### src/rtl/fetch_pkg.sv
`default_nettype none
// ============================================================================
// Module      : fetch_pkg
// Description : Types and constants shared by the instruction fetch front-end:
//               FSM state encoding, fetch buffer entry and the NOP word shown
//               on the core interface when the buffer is empty.
// Revision    : 1.0 - initial release
// ============================================================================
package fetch_pkg;

    // Fetch sequencer states (explicit 2-bit encoding)
    typedef enum logic [1:0] {
        IDLE = 2'd0,
        REQ  = 2'd1,
        WAIT = 2'd2,
        DROP = 2'd3
    } fetch_state_e;

    // Canonical RISC-V NOP (addi x0, x0, 0)
    localparam logic [31:0] INST_NOP = 32'h0000_0013;

    // One buffered fetch: the instruction word and the address it came from
    typedef struct packed {
        logic [31:0] inst;
        logic [31:0] pc;
    } fetch_entry_t;

    // Force an address onto a word boundary
    function automatic logic [31:0] word_align(input logic [31:0] addr);
        return {addr[31:2], 2'b00};
    endfunction

endpackage
`default_nettype wire

### src/rtl/fetch_unit_if.sv
`default_nettype none
// ============================================================================
// Module      : fetch_unit_if
// Description : Bundle of the instruction-memory handshake (req/gnt/rvalid)
//               and the core-side handshake (valid/ready, redirect, halt).
//               master = fetch unit, slave = memory + core environment.
// Revision    : 1.0 - initial release
// ============================================================================
interface fetch_unit_if;

    // Instruction memory side
    logic        mem_req;
    logic [31:0] mem_addr;
    logic        mem_gnt;
    logic        mem_rvalid;
    logic [31:0] mem_rdata;

    // Core side
    logic        inst_valid;
    logic [31:0] inst;
    logic [31:0] inst_pc;
    logic        inst_ready;
    logic        redirect;
    logic [31:0] redirect_pc;
    logic        halt;

    modport master (
        output mem_req, mem_addr, inst_valid, inst, inst_pc,
        input  mem_gnt, mem_rvalid, mem_rdata, inst_ready, redirect, redirect_pc, halt
    );

    modport slave (
        input  mem_req, mem_addr, inst_valid, inst, inst_pc,
        output mem_gnt, mem_rvalid, mem_rdata, inst_ready, redirect, redirect_pc, halt
    );

endinterface
`default_nettype wire

### src/rtl/fetch_fifo.sv
`default_nettype none
// ============================================================================
// Module      : fetch_fifo
// Description : Synchronous FIFO of fetch entries. Head is read straight from
//               register storage. Flush takes precedence over push; push and
//               pop together are accepted even when full.
// Revision    : 1.0 - initial release
// ============================================================================
module fetch_fifo
    import fetch_pkg::*;
#(
    parameter int DEPTH = 2
) (
    input  wire logic                   clk,
    input  wire logic                   rst,
    input  wire logic                   push_i,
    input  wire fetch_entry_t           push_data_i,
    input  wire logic                   pop_i,
    input  wire logic                   flush_i,
    output fetch_entry_t                head_o,
    output logic                        valid_o,
    output logic [$clog2(DEPTH):0]      count_o
);

    localparam int              AW      = $clog2(DEPTH);
    localparam int              CW      = AW + 1;
    localparam logic [CW-1:0]   DEPTH_C = CW'(DEPTH);

    fetch_entry_t   mem_q [DEPTH];
    logic [AW-1:0]  wr_ptr_q;
    logic [AW-1:0]  rd_ptr_q;
    logic [CW-1:0]  count_q;

    logic           w_do_pop;
    logic           w_do_push;

    // A pop frees a slot in the same cycle, so a full FIFO may still accept a push
    assign w_do_pop  = pop_i && (count_q != '0);
    assign w_do_push = push_i && ((count_q != DEPTH_C) || w_do_pop);

    // Pointer and occupancy bookkeeping; flush empties the FIFO outright
    always_ff @(posedge clk) begin
        if (rst || flush_i) begin
            wr_ptr_q <= '0;
            rd_ptr_q <= '0;
            count_q  <= '0;
        end else begin
            if (w_do_push) begin
                wr_ptr_q <= wr_ptr_q + AW'(1);
            end
            if (w_do_pop) begin
                rd_ptr_q <= rd_ptr_q + AW'(1);
            end
            count_q <= count_q + {{(CW-1){1'b0}}, w_do_push} - {{(CW-1){1'b0}}, w_do_pop};
        end
    end

    // Entry storage; contents need no reset because count_q gates visibility
    always_ff @(posedge clk) begin
        if (w_do_push && !flush_i && !rst) begin
            mem_q[wr_ptr_q] <= push_data_i;
        end
    end

    assign head_o  = mem_q[rd_ptr_q];
    assign valid_o = (count_q != '0);
    assign count_o = count_q;

endmodule
`default_nettype wire

### src/rtl/fetch_unit.sv
`default_nettype none
// ============================================================================
// Module      : fetch_unit
// Description : Instruction fetch front-end. Holds the fetch PC, issues one
//               outstanding word request at a time to a variable-latency
//               instruction memory and buffers responses for the core.
//               Redirects flush the buffer and discard any in-flight fetch.
//               Optional macro FETCH_PERF_EN adds perf_fetched / perf_stall
//               counters as extra output ports.
// Revision    : 1.0 - initial release
// ============================================================================
module fetch_unit
    import fetch_pkg::*;
#(
    parameter logic [31:0] RESET_PC = 32'h0000_0000,
    parameter int          DEPTH    = 2
) (
    input  wire logic       clk,
    input  wire logic       rst,
    fetch_unit_if.master    bus
`ifdef FETCH_PERF_EN
    ,
    output logic [31:0]     perf_fetched,
    output logic [31:0]     perf_stall
`endif
);

    localparam int            CW      = $clog2(DEPTH) + 1;
    localparam logic [CW-1:0] DEPTH_C = CW'(DEPTH);

    fetch_state_e   state_q, state_d;
    logic [31:0]    fetch_pc_q, fetch_pc_d;
    logic [31:0]    req_addr_q, req_addr_d;

    fetch_entry_t   w_head;
    fetch_entry_t   w_push_entry;
    logic           w_head_valid;
    logic [CW-1:0]  w_count;
    logic [CW-1:0]  w_count_after;
    logic           w_push;
    logic           w_pop;
    logic           w_room;
    logic [31:0]    w_redirect_pc;

    // Only a response to a live (non-dropped) request is buffered; a redirect
    // in the same cycle voids both the response and any consume
    assign w_push        = (state_q == WAIT) && bus.mem_rvalid && !bus.redirect;
    assign w_pop         = w_head_valid && bus.inst_ready && !bus.redirect;
    assign w_push_entry  = '{inst: bus.mem_rdata, pc: req_addr_q};
    assign w_redirect_pc = word_align(bus.redirect_pc);

    // Room for another request once this cycle's push/pop have landed
    assign w_count_after = w_count + {{(CW-1){1'b0}}, w_push} - {{(CW-1){1'b0}}, w_pop};
    assign w_room        = (w_count_after < DEPTH_C);

    fetch_fifo #(
        .DEPTH (DEPTH)
    ) u_fifo (
        .clk         (clk),
        .rst         (rst),
        .push_i      (w_push),
        .push_data_i (w_push_entry),
        .pop_i       (w_pop),
        .flush_i     (bus.redirect),
        .head_o      (w_head),
        .valid_o     (w_head_valid),
        .count_o     (w_count)
    );

    // Sequencer state, fetch PC and address of the outstanding request
    always_ff @(posedge clk) begin
        if (rst) begin
            state_q    <= IDLE;
            fetch_pc_q <= RESET_PC;
            req_addr_q <= RESET_PC;
        end else begin
            state_q    <= state_d;
            fetch_pc_q <= fetch_pc_d;
            req_addr_q <= req_addr_d;
        end
    end

    // Next-state logic: normal sequencing first, then redirect overrides it
    always_comb begin
        state_d    = state_q;
        fetch_pc_d = fetch_pc_q;
        req_addr_d = req_addr_q;

        case (state_q)
            IDLE: begin
                // Nothing is outstanding here, so occupancy alone decides
                if (!bus.halt && (w_count < DEPTH_C)) begin
                    state_d = REQ;
                end
            end
            REQ: begin
                if (bus.mem_gnt) begin
                    state_d    = WAIT;
                    req_addr_d = fetch_pc_q;
                    fetch_pc_d = fetch_pc_q + 32'd4;
                end
            end
            WAIT: begin
                if (bus.mem_rvalid) begin
                    state_d = (w_room && !bus.halt) ? REQ : IDLE;
                end
            end
            DROP: begin
                if (bus.mem_rvalid) begin
                    state_d = bus.halt ? IDLE : REQ;
                end
            end
            default: begin
                state_d = IDLE;
            end
        endcase

        if (bus.redirect) begin
            fetch_pc_d = w_redirect_pc;
            req_addr_d = req_addr_q;
            case (state_q)
                IDLE: begin
                    state_d = bus.halt ? IDLE : REQ;
                end
                REQ: begin
                    // Ungranted request simply retargets; a granted one must be drained
                    state_d = bus.mem_gnt ? DROP : REQ;
                end
                WAIT, DROP: begin
                    // A response arriving now is the one being discarded
                    if (bus.mem_rvalid) begin
                        state_d = bus.halt ? IDLE : REQ;
                    end else begin
                        state_d = DROP;
                    end
                end
                default: begin
                    state_d = IDLE;
                end
            endcase
        end
    end

    assign bus.mem_req    = (state_q == REQ);
    assign bus.mem_addr   = fetch_pc_q;
    assign bus.inst_valid = w_head_valid;
    assign bus.inst       = w_head_valid ? w_head.inst : INST_NOP;
    assign bus.inst_pc    = w_head.pc;

`ifdef FETCH_PERF_EN
    logic [31:0] perf_fetched_q;
    logic [31:0] perf_stall_q;

    // Count buffered fetches and cycles where the core waited on an empty buffer
    always_ff @(posedge clk) begin
        if (rst) begin
            perf_fetched_q <= '0;
            perf_stall_q   <= '0;
        end else begin
            if (w_push) begin
                perf_fetched_q <= perf_fetched_q + 32'd1;
            end
            if (bus.inst_ready && !w_head_valid && !bus.redirect) begin
                perf_stall_q <= perf_stall_q + 32'd1;
            end
        end
    end

    assign perf_fetched = perf_fetched_q;
    assign perf_stall   = perf_stall_q;
`endif

endmodule
`default_nettype wire

### src/flat_wrapper.sv
// flat-port wrapper written by rule: the top's interface ports become plain ports
module fetch_unit_flat import fetch_pkg::*;
#(
    parameter logic [31:0] RESET_PC = 32'h0000_0000,
    parameter int          DEPTH    = 2
)
  (clk, rst, bus_mem_req, bus_mem_addr, bus_inst_valid, bus_inst, bus_inst_pc, bus_mem_gnt, bus_mem_rvalid, bus_mem_rdata, bus_inst_ready, bus_redirect, bus_redirect_pc, bus_halt);
  fetch_unit_if bus_i ();
  input  wire logic clk;
  input  wire logic rst;
  output wire logic [$bits(bus_i.mem_req)-1:0] bus_mem_req;
  output wire logic [$bits(bus_i.mem_addr)-1:0] bus_mem_addr;
  output wire logic [$bits(bus_i.inst_valid)-1:0] bus_inst_valid;
  output wire logic [$bits(bus_i.inst)-1:0] bus_inst;
  output wire logic [$bits(bus_i.inst_pc)-1:0] bus_inst_pc;
  input wire logic [$bits(bus_i.mem_gnt)-1:0] bus_mem_gnt;
  input wire logic [$bits(bus_i.mem_rvalid)-1:0] bus_mem_rvalid;
  input wire logic [$bits(bus_i.mem_rdata)-1:0] bus_mem_rdata;
  input wire logic [$bits(bus_i.inst_ready)-1:0] bus_inst_ready;
  input wire logic [$bits(bus_i.redirect)-1:0] bus_redirect;
  input wire logic [$bits(bus_i.redirect_pc)-1:0] bus_redirect_pc;
  input wire logic [$bits(bus_i.halt)-1:0] bus_halt;
  assign bus_mem_req = bus_i.mem_req;
  assign bus_mem_addr = bus_i.mem_addr;
  assign bus_inst_valid = bus_i.inst_valid;
  assign bus_inst = bus_i.inst;
  assign bus_inst_pc = bus_i.inst_pc;
  assign bus_i.mem_gnt = bus_mem_gnt;
  assign bus_i.mem_rvalid = bus_mem_rvalid;
  assign bus_i.mem_rdata = bus_mem_rdata;
  assign bus_i.inst_ready = bus_inst_ready;
  assign bus_i.redirect = bus_redirect;
  assign bus_i.redirect_pc = bus_redirect_pc;
  assign bus_i.halt = bus_halt;
  fetch_unit #(.RESET_PC(RESET_PC), .DEPTH(DEPTH)) u_core (.clk(clk), .rst(rst), .bus(bus_i));
endmodule
### config.mk
export PLATFORM = sky130hd
export DESIGN_NAME = fetch_unit_flat
export DESIGN_NICKNAME = d
export VERILOG_FILES = /design/src/rtl/fetch_pkg.sv /design/src/rtl/fetch_unit_if.sv /design/src/rtl/fetch_fifo.sv /design/src/rtl/fetch_unit.sv /design/src/flat_wrapper.sv
export SDC_FILE = /design/constraint.sdc
export NUM_CORES = 1
export LEC_CHECK = 0
export CORE_ASPECT_RATIO = 1.5
export CORE_MARGIN = 2
export CORE_UTILIZATION = 50
export CTS_CLUSTER_DIAMETER = 30
export DETAILED_ROUTE_END_ITERATION = 8
export PLACE_DENSITY = 0.78
export SETUP_SLACK_MARGIN = 0.4
export SYNTH_ARGS = -nofsm -noshare
export SYNTH_HDL_FRONTEND = slang
export SYNTH_SLANG_ARGS = --single-unit
### constraint.sdc
create_clock -name clk -period 18.9 [get_ports clk]
set_clock_uncertainty 0.05 [all_clocks]
set_input_delay 3.78 -clock clk [delete_from_list [all_inputs] [get_ports clk]]
set_output_delay 3.78 -clock clk [all_outputs]
set_load 0.01 [all_outputs]
==> results of run 1 <==
[flip-flops by register name (all words and copies together) (netlist names), named ones only]
name and count:
u_core.u_fifo.wr_ptr_q 1, u_core.req_addr_q 30, u_core.state_q 1, u_core.u_fifo.mem_q 124, u_core.u_fifo.rd_ptr_q 1, u_core.bus.mem_addr 30, u_core.u_fifo.count_o 2
[stage by stage]
stage | hold WS, ns | instances | setup WS [ns]
4_1_cts | 0.410 | 968 | 12.65
6_report | 0.408 | 968 | 12.70
2_1_floorplan | 0.375 | 609 | 9.35
3_3_place_gp | 0.383 | 936 | 12.40
5_1_grt | 0.426 | 968 | 12.52
3_5_place_dp | 0.393 | 936 | 12.38
[placed cells by master (no fill, tap or decap), drive strengths merged, types with 2 or more instances in the layout]
cell / instances
clkinv: 4
nand4: 10
clkinvlp: 2
a211oi: 23
o21ai: 3
edfxtp: 124
nand3: 14
nor2: 64
buf: 6
a21oi: 39
dfxtp: 67
xor2: 23
mux2i: 33
nand2: 79
nor3b: 3
nand4b: 2
mux2: 30
conb: 4
ha: 3
and3: 5
nand2b: 2
nor3: 7
nor2b: 3
xnor2: 12
inv: 9
clkdlybuf4s50: 161
clkbuf: 21
and4: 4
nor4: 2
[metal layers]
layer	wire length, um	part of all wire (%)	global-route usage, %
met1	6710	43	23.8
met2	7940	51	33.1
met3	590	3.8	3.93
met4	311	2.0	7.43
met5	0	0	0
[logic make-up (layout without fill, tap and decap cells)]
family / after synthesis / after routing
multiplexers: 63 / 63
XOR/XNOR: 35 / 35
other: 1 / 4
AO/OA/AOI/OAI: 69 / 69
buffers and inverters: 44 / 204
adder cells (fa/ha/maj): 3 / 3
AND/OR/NAND/NOR: 200 / 200
flip-flops: 191 / 191
[power groups by stage]
| stage | Sequential [mW] | Combinational (mW) | Clock (mW) |
|---|---|---|---|
| detailed placement | 0.467 | 0.0512 | 0 |
| global placement | 0.467 | 0.0498 | 0 |
| CTS | 0.458 | 0.0515 | 0.345 |
| global route | 0.459 | 0.0554 | 0.362 |
| finish | 0.458 | 0.0513 | 0.337 |
| floorplan | 0.466 | 0.0218 | 0 |
[worst reg2reg max path, delay by kind of cell (launching register included)]
kind | cells | cell delay (ns)
adder cells (fa/ha/maj) | 1 | 0.29
buffers and inverters | 1 | 0.33
flip-flops | 1 | 0.37
XOR/XNOR | 1 | 0.15
AND/OR/NAND/NOR | 3 | 0.50
AO/OA/AOI/OAI | 3 | 0.47
[cell type report]
cell class	count	area (sq um)
multi-input cells	374	2460
flip-flops and latches	191	5070
well taps	199	249
repair buffers	167	1650
clock inverters	11	105
fillers	1118	5050
inverters	5	18.8
clock buffers	21	462
[final timing paths]
check	startpoint	endpoint	slack [ns]	cells after the start
max	register	bus_inst_pc[25]	12.70	2
min	u_core.req_addr_q[7]	u_core.u_fifo.mem_q[0][7]	0.41	0
max reg2reg	u_core.u_fifo.count_o[1]	register	16.59	9
min reg2reg	u_core.req_addr_q[7]	u_core.u_fifo.mem_q[0][7]	0.41	0
==> results_dict.tcl, run 1 <==
set metrics [dict create \
    relSlewSlack_pct 27.4 \
    antenna_found_initial 0 \
    crit_type "register to output pin" \
    comb_power_share_pct 6.1 \
    synth-edff-count 124 \
    yosysTopAreaCell "edfxtp_1" \
    critPathTopFamily "flip-flops" \
    outcome "finished clean" \
    coreArea_sq_mm 0.0151 \
    p_leak_nw 3.13 \
    path_buf_inv 1 \
    yosys.area_share.simple_pct 12.7 \
    synth.cell_area_sq_mm 0.00771 \
    grt_use_total_pct 19.2 \
    drive_above_1_share_pct 11.2 \
    viasPerCell 5.16 \
    dieArea_sq_mm 0.0165 \
    seq_area_frac_synth_pct 65.7 \
    synthMuxAreaShare_pct 8.66 \
    synth-adder-area-share_pct 0.487 \
    drc 0 \
    htreeDepth 4 \
    cp_data_required_time_ns 15.07 \
    synth_seq_cells 191 \
    switching_share_pct 21.0 \
    p_switching_mw 0.177 \
    cap_violations 0 \
    post-route-util_pct 66.5 \
    finalCritPeriodShare_pct 32.8 \
    rows 55 \
    synthDistinctLibCells 45 \
    clock_path_buffers 2 \
    wl_mm 15.6 \
    gr-total-overflow 0 \
    power_frac_seq_pct 54.1 \
    grt_pass1_vias 5109 \
    hold_violations 0 \
    synthToLayoutAreaGrowth_pct 29.9 \
    initial_core_util_pct 51.2 \
    cts.sink_count 191 \
    synthTopCellsByArea "edfxtp_1, dfxtp_1, mux2_2" \
    die_w_um 105 \
    async_reset_ff_share_pct 0 \
    design_area_sq_mm 0.0100 \
    yosysWarnings 0 \
    grt_max_degree 70 \
    postSynthAreaPerCell_sq_um 12.7 \
    dpl_cell_area_sq_mm 0.00945 \
    end_kind "output pin" \
    yosys-top-cells-count "edfxtp_1, nand2_1, dfxtp_1" \
    power.share.clock_pct 39.8 \
    synthFlopType "edfxtp_1" \
    hold_path.class "register to register" \
    drt_pass1_iterations 4 \
    ant_nets 0 \
    dp_hpwl_mm 10.4 \
    cts_buffers 17 \
    postCtsSetupBuffers 0 \
    num_io_pins 169 \
    p_int_mw 0.669 \
    antenna_cells 0 \
    cts_tree "yes" \
    cts-resized-gates 0 \
    fin_nets 830 \
    grt_pass1_wl_mm 25.2 \
    worstMarginPinSlew_ns 1.09 \
    cts.clk_slew.worst_paths_ns 0.07 \
    path_max_fanout 62 \
    slowest_delay_ns 0.97 \
    p_per_area_mw_per_mm2 84.5 \
    cpMaxStageDelayCell "dfxtp_4" \
    synth_top_family_by_area "simple AND/OR/NAND/NOR gates" \
    die_h_um 156 \
    cts_hold_buf 0 \
    cp_data_arrival_time_ns 2.37 \
    io_buffers 162 \
    rsz0062_at_grt "false" \
    num_vias 4996 \
    drv_slew 0 \
    synth_cells 606 \
    synth_compound_area_share_pct 5.73 \
    cts-root-buf "clkbuf_16" \
    synthXorXnorAreaFrac_pct 3.98 \
    synth_top_area_share_pct 48.3 \
    drt_first_iter_violations 245 \
    clk_latency_ns 0.42 \
    p_total_mw 0.846 \
    gp_congestion 0.851 \
    fmax_mhz 161 \
    yosysMostFrequentCell "edfxtp_1" \
    setup-violations-final 0 \
    setup_tns_ns 0 \
    wire_per_inst_um 16.1 \
    crit_chain "mux2_2 > clkdlybuf4s50_1" \
    cp-start-kind "register" \
    finalCriticalPeriod_ns 6.20 \
    irDropWorstVdd_mv 0.0549 \
]
Power figures use the tool's default switching activity.
==> inputs of run 2 (changes only) <==
CORE_UTILIZATION = 46   (was 50)
PLACE_DENSITY = 0.76   (was 0.78)
clock period = 5.1 ns   (was 18.9 ns; I/O delays follow)
==> run 2 against run 1 <==
  * Worst setup slack worse by 11 ns
  * Via count is 1.6% higher
  * Critical path depth is the same
  * Register-to-register slack got worse by 14 ns
  * Final area rose by 1.3%
  * Global-route usage down 0.90 points
  * Die area increased by 8.4%
  * Power rose to 3.9 times the previous value
  * Critical path type unchanged
  * Critical endpoint is now bus_inst_pc[29]
==> results_dict.tcl, run 2 (synthesis results as in run 1) <==
set metrics [dict create \
    cap_violations 0 \
    die_w_um 110 \
    path_max_fanout 62 \
    end_kind "output pin" \
    finalCritPeriodShare_pct 66.9 \
    most-common-layout-cells "clkdlybuf4s50_1, edfxtp_1, nand2_1, dfxtp_1, nor2_1" \
    coreArea_sq_mm 0.0166 \
    reg2reg_to "u_core.u_fifo.mem_q[1][15]" \
    top_register "u_core.u_fifo.mem_q" \
    clk_latency_ns 0.42 \
    drt_first_iter_violations 216 \
    worstHoldStart "u_core.req_addr_q[14]" \
    fin_ws_ns 1.69 \
    worstMarginPinSlew_ns 1.08 \
    clock_path_buffers 2 \
    fin_nets 831 \
    ant_nets 0 \
    grt_use_total_pct 18.3 \
    cts-root-buf "clkbuf_16" \
    cp-start-kind "register" \
    drive_above_1_share_pct 11.4 \
    setup-violations-final 0 \
    viasPerCell 5.19 \
    ff2ff_setup_slack_ns 2.75 \
    p_per_area_mw_per_mm2 326 \
    gr-total-overflow 0 \
    synthToLayoutAreaGrowth_pct 31.7 \
    hold_violations 0 \
    cp_data_required_time_ns 4.03 \
    wire_per_inst_um 16.4 \
    grt_pass1_wl_mm 25.3 \
    hold_path.class "register to register" \
    grt_pass1_vias 5139 \
    wl_mm 16.1 \
    fmax_mhz 293 \
    drv_slew 0 \
    multi_input_area_sq_mm 0.00247 \
    regArea_sq_mm 0.00507 \
    r2r-start "u_core.state_q[1]" \
    io_buffers 162 \
    rows 58 \
    cts_buffers 17 \
    layout_commonest_cell "clkdlybuf4s50_1" \
    largest_reg_flops 124 \
    irDropWorstVdd_mv 0.209 \
    grt_max_degree 67 \
    cp_data_arrival_time_ns 2.34 \
    reg2reg_depth 4 \
    postCtsSetupBuffers 0 \
    gp_congestion 0.864 \
    antenna_found_initial 0 \
    fillCellCount 1294 \
    drc 0 \
    post-route-util_pct 61.1 \
    drt_pass1_iterations 4 \
    rsz0062_at_grt "false" \
    cts.sink_count 191 \
    critPathCapture "bus_inst_pc[29]" \
    htreeDepth 4 \
    antenna_cells 0 \
    crit_type "register to output pin" \
    dieArea_sq_mm 0.0178 \
    p_leak_nw 3.18 \
    setup_tns_ns 0 \
    relSlewSlack_pct 27.8 \
    cts_tree "yes" \
    cts.clk_slew.worst_paths_ns 0.06 \
    cts_hold_buf 0 \
    num_io_pins 169 \
    pre_cts_ws_ns 1.25 \
    outcome "finished clean" \
    finalCriticalPeriod_ns 3.41 \
    cts-resized-gates 0 \
    die_h_um 163 \
    initial_core_util_pct 46.4 \
    dp_hpwl_mm 10.9 \
    num_vias 5078 \
]
[run 2: changes by cell type in the layout (fill, tap and decap cells not counted), sizes merged]
| cell | before | now |
|---|---|---|
| clkinvlp | 2 | 3 |
| buf | 6 | 7 |
| clkbuf | 21 | 18 |
| inv | 9 | 6 |
| bufinv | 1 | 5 |
[run 2: how the worst min path moves through the flow]
stage | end | slack [ns] | depth (start not counted)
after CTS | u_core.u_fifo.mem_q[0][29] | 0.41 | 0
after global routing | u_core.u_fifo.mem_q[0][29] | 0.42 | 0
final | u_core.u_fifo.mem_q[0][14] | 0.41 | 0
after floorplan | u_core.u_fifo.mem_q[0][10] | 0.38 | 0
after global placement | u_core.u_fifo.mem_q[0][29] | 0.38 | 0
after detailed placement | u_core.u_fifo.mem_q[1][9] | 0.39 | 0
[run 2: cell type report]
type	count	area share (%)
clock buffer	18	4.23
clock inverter	13	2.08
inverter	5	0.185
multi-input combinational	374	24.4
sequential	191	49.9
tap	210	2.59
timing repair buffer	168	16.6
[run 2: layer usage]
metal	GRT usage [%]	wire (um)	vias to the layer above
li1	-	-	2468
met1	21.8	6560	2454
met2	32.0	8390	133
met3	3.84	710	23
met4	7.19	399	0
met5	0	0	-
[run 2: report_power, final]
| group | switching, mW | internal [mW] |
|---|---|---|
| clock | 0.550 | 0.870 |
| sequential | 0.0352 | 1.66 |
| combinational | 0.0821 | 0.109 |
| total | 0.667 | 2.64 |
[run 2: critical path, stage by stage, from the launching register on]
cell and delay (ns):
dfxtp_4 0.97, mux2_2 0.42, clkdlybuf4s50_1 0.51
[run 2: metrics by stage]
step / power [mW] / hold WS, ns / std cells / instance area, sq um
after floorplan: 1.81 / 0.375 / 609 / 7730
after global placement: 1.92 / 0.384 / 948 / 9510
after detailed placement: 1.92 / 0.394 / 948 / 9510
after CTS: 3.33 / 0.411 / 979 / 10200
after global routing: 3.42 / 0.424 / 979 / 10200
final: 3.31 / 0.405 / 979 / 10200
==> inputs of run 3 (changes only) <==
clock period = 2.9 ns   (was 5.1 ns; I/O delays follow)
==> run 3 against run 2 <==
  * Via count hardly changed
  * Clock power up 61%
  * Sequential cell count stayed put
  * Utilization rose by 1.9 points
  * Global-route usage shrank 0.46 points
  * Clock-buffer cell count unchanged
  * Final area increased by 3.1%
  * Power grew 70%
  * Sequential power grew 75%
  * Worst setup slack lost 1.3 ns
  * Routed wire length grew 5.3%
  * Largest power group unchanged
  * Critical path type unchanged
  * Register-to-register slack got worse by 1.9 ns
==> results_dict.tcl, run 3 (synthesis results as in run 1) <==
set metrics [dict create \
    gr-total-overflow 0 \
    end_kind "output pin" \
    finalCritPeriodShare_pct 87.0 \
    rows 58 \
    dieArea_sq_mm 0.0178 \
    multi_input_area_sq_mm 0.00250 \
    grt_pass1_vias 5003 \
    fin_nets 851 \
    io_buffers 162 \
    dp_hpwl_mm 10.9 \
    worstMarginPinSlew_ns 0.728 \
    drv_slew 0 \
    path_max_fanout 15 \
    cts_tree "yes" \
    met2_length_mm 9.15 \
    cp-start-kind "register" \
    fmax_mhz 396 \
    dr_wl_met3_um 591 \
    cts.clk_slew.worst_paths_ns 0.07 \
    viasPerCell 5.08 \
    htreeDepth 4 \
    coreArea_sq_mm 0.0166 \
    clk_latency_ns 0.42 \
    clock_path_buffers 2 \
    hold_slack_ns 0.391 \
    cap_violations 0 \
    gp_congestion 0.845 \
    met1_length_mm 6.87 \
    die_w_um 110 \
    relSlewSlack_pct 51.5 \
    grt_use_total_pct 17.9 \
    largest_reg_flops 124 \
    finalCriticalPeriod_ns 2.52 \
    irDropWorstVdd_mv 0.361 \
    rsz0062_at_grt "true" \
    drive_above_1_share_pct 14.4 \
    grt_max_degree 68 \
    outcome "finished clean" \
    drt_pass1_iterations 6 \
    cp_data_required_time_ns 2.27 \
    p_leak_nw 3.66 \
    cts.sink_count 191 \
    p_per_area_mw_per_mm2 537 \
    drc 0 \
    hold_path.class "register to register" \
    cts-root-buf "clkbuf_16" \
    die_h_um 163 \
    synthToLayoutAreaGrowth_pct 35.7 \
    layout_commonest_cell "clkdlybuf4s50_1" \
    cp_data_arrival_time_ns 1.89 \
    antenna_found_initial 0 \
    top_layer "met4" \
    fillCellCount 1307 \
    antenna_cells 0 \
    setup-violations-final 0 \
    setup_tns_ns 0 \
    wire_per_inst_um 16.9 \
    initial_core_util_pct 46.4 \
    grt_pass1_wl_mm 24.6 \
    drt_first_iter_violations 199 \
    wl_mm 16.9 \
    cts_buffers 17 \
    ant_nets 0 \
    hold_violations 0 \
    most-common-layout-cells "clkdlybuf4s50_1, edfxtp_1, nand2_1, dfxtp_1, nor2_1" \
    crit_type "register to output pin" \
    num_vias 5081 \
    ff2ff_setup_slack_ns 0.86 \
    top_register "u_core.u_fifo.mem_q" \
    num_io_pins 169 \
    regArea_sq_mm 0.00507 \
]
==> run 3: layer usage <==
layer | global-route usage, % | vias up
met2 | 31.7 | 132
met1 | 21.1 | 2430
met5 | 0 | -
met3 | 3.88 | 16
li1 | - | 2503
met4 | 6.27 | 0
==> run 3: what timing repair did <==
item                       in CTS  in global routing
hold buffers                    0                  0
buffers inserted                0                 10
setup endpoints to repair      62                 60
gates cloned                    1                  3
resized for setup               8                 33
==> run 3: stage by stage <==
step                utilization [%]  std cells  worst slack, ns  power, mW  cell area [sq um]
CTS                            61.5        987            0.305       5.66              10200
finish                         63.0       1000            0.377       5.61              10500
floorplan                         -        609           -0.312       3.18               7780
global route                   63.0       1000            0.315       5.81              10500
global placement               57.7        954            0.221       3.37               9590
detailed placement             57.7        954            0.159       3.39               9590
==> run 3: cell type report <==
type / count / share of cell area [%]
well taps: 210 / 2.51
flip-flops and latches: 191 / 48.5
multi-input cells: 374 / 23.9
repair buffers: 188 / 19.4
inverters: 5 / 0.179
clock buffers: 18 / 4.20
clock inverters: 14 / 1.39
==> run 3: path summary, 6_finish.rpt <==
check	startpoint	to	cells after the start
hold / removal	u_core.req_addr_q[8]	u_core.u_fifo.mem_q[0][8]	0
setup / recovery	register	bus_inst_pc[7]	3
hold reg to reg	u_core.req_addr_q[8]	u_core.u_fifo.mem_q[0][8]	0
setup reg to reg	u_core.bus.mem_addr[9]	u_core.bus.mem_addr[29]	5
==> run 3: report_power, final <==
group          switching (mW)  internal [mW]  leakage (nW)
logic                   0.149          0.196          1.80
registers              0.0615           2.92          1.57
clock network            1.04           1.24         0.290
==> run 3: critical path, stage by stage, from the launching register on <==
cell	delay, ns
dfxtp_4	0.43
clkbuf_16	0.20
mux2_2	0.35
clkdlybuf4s50_1	0.48
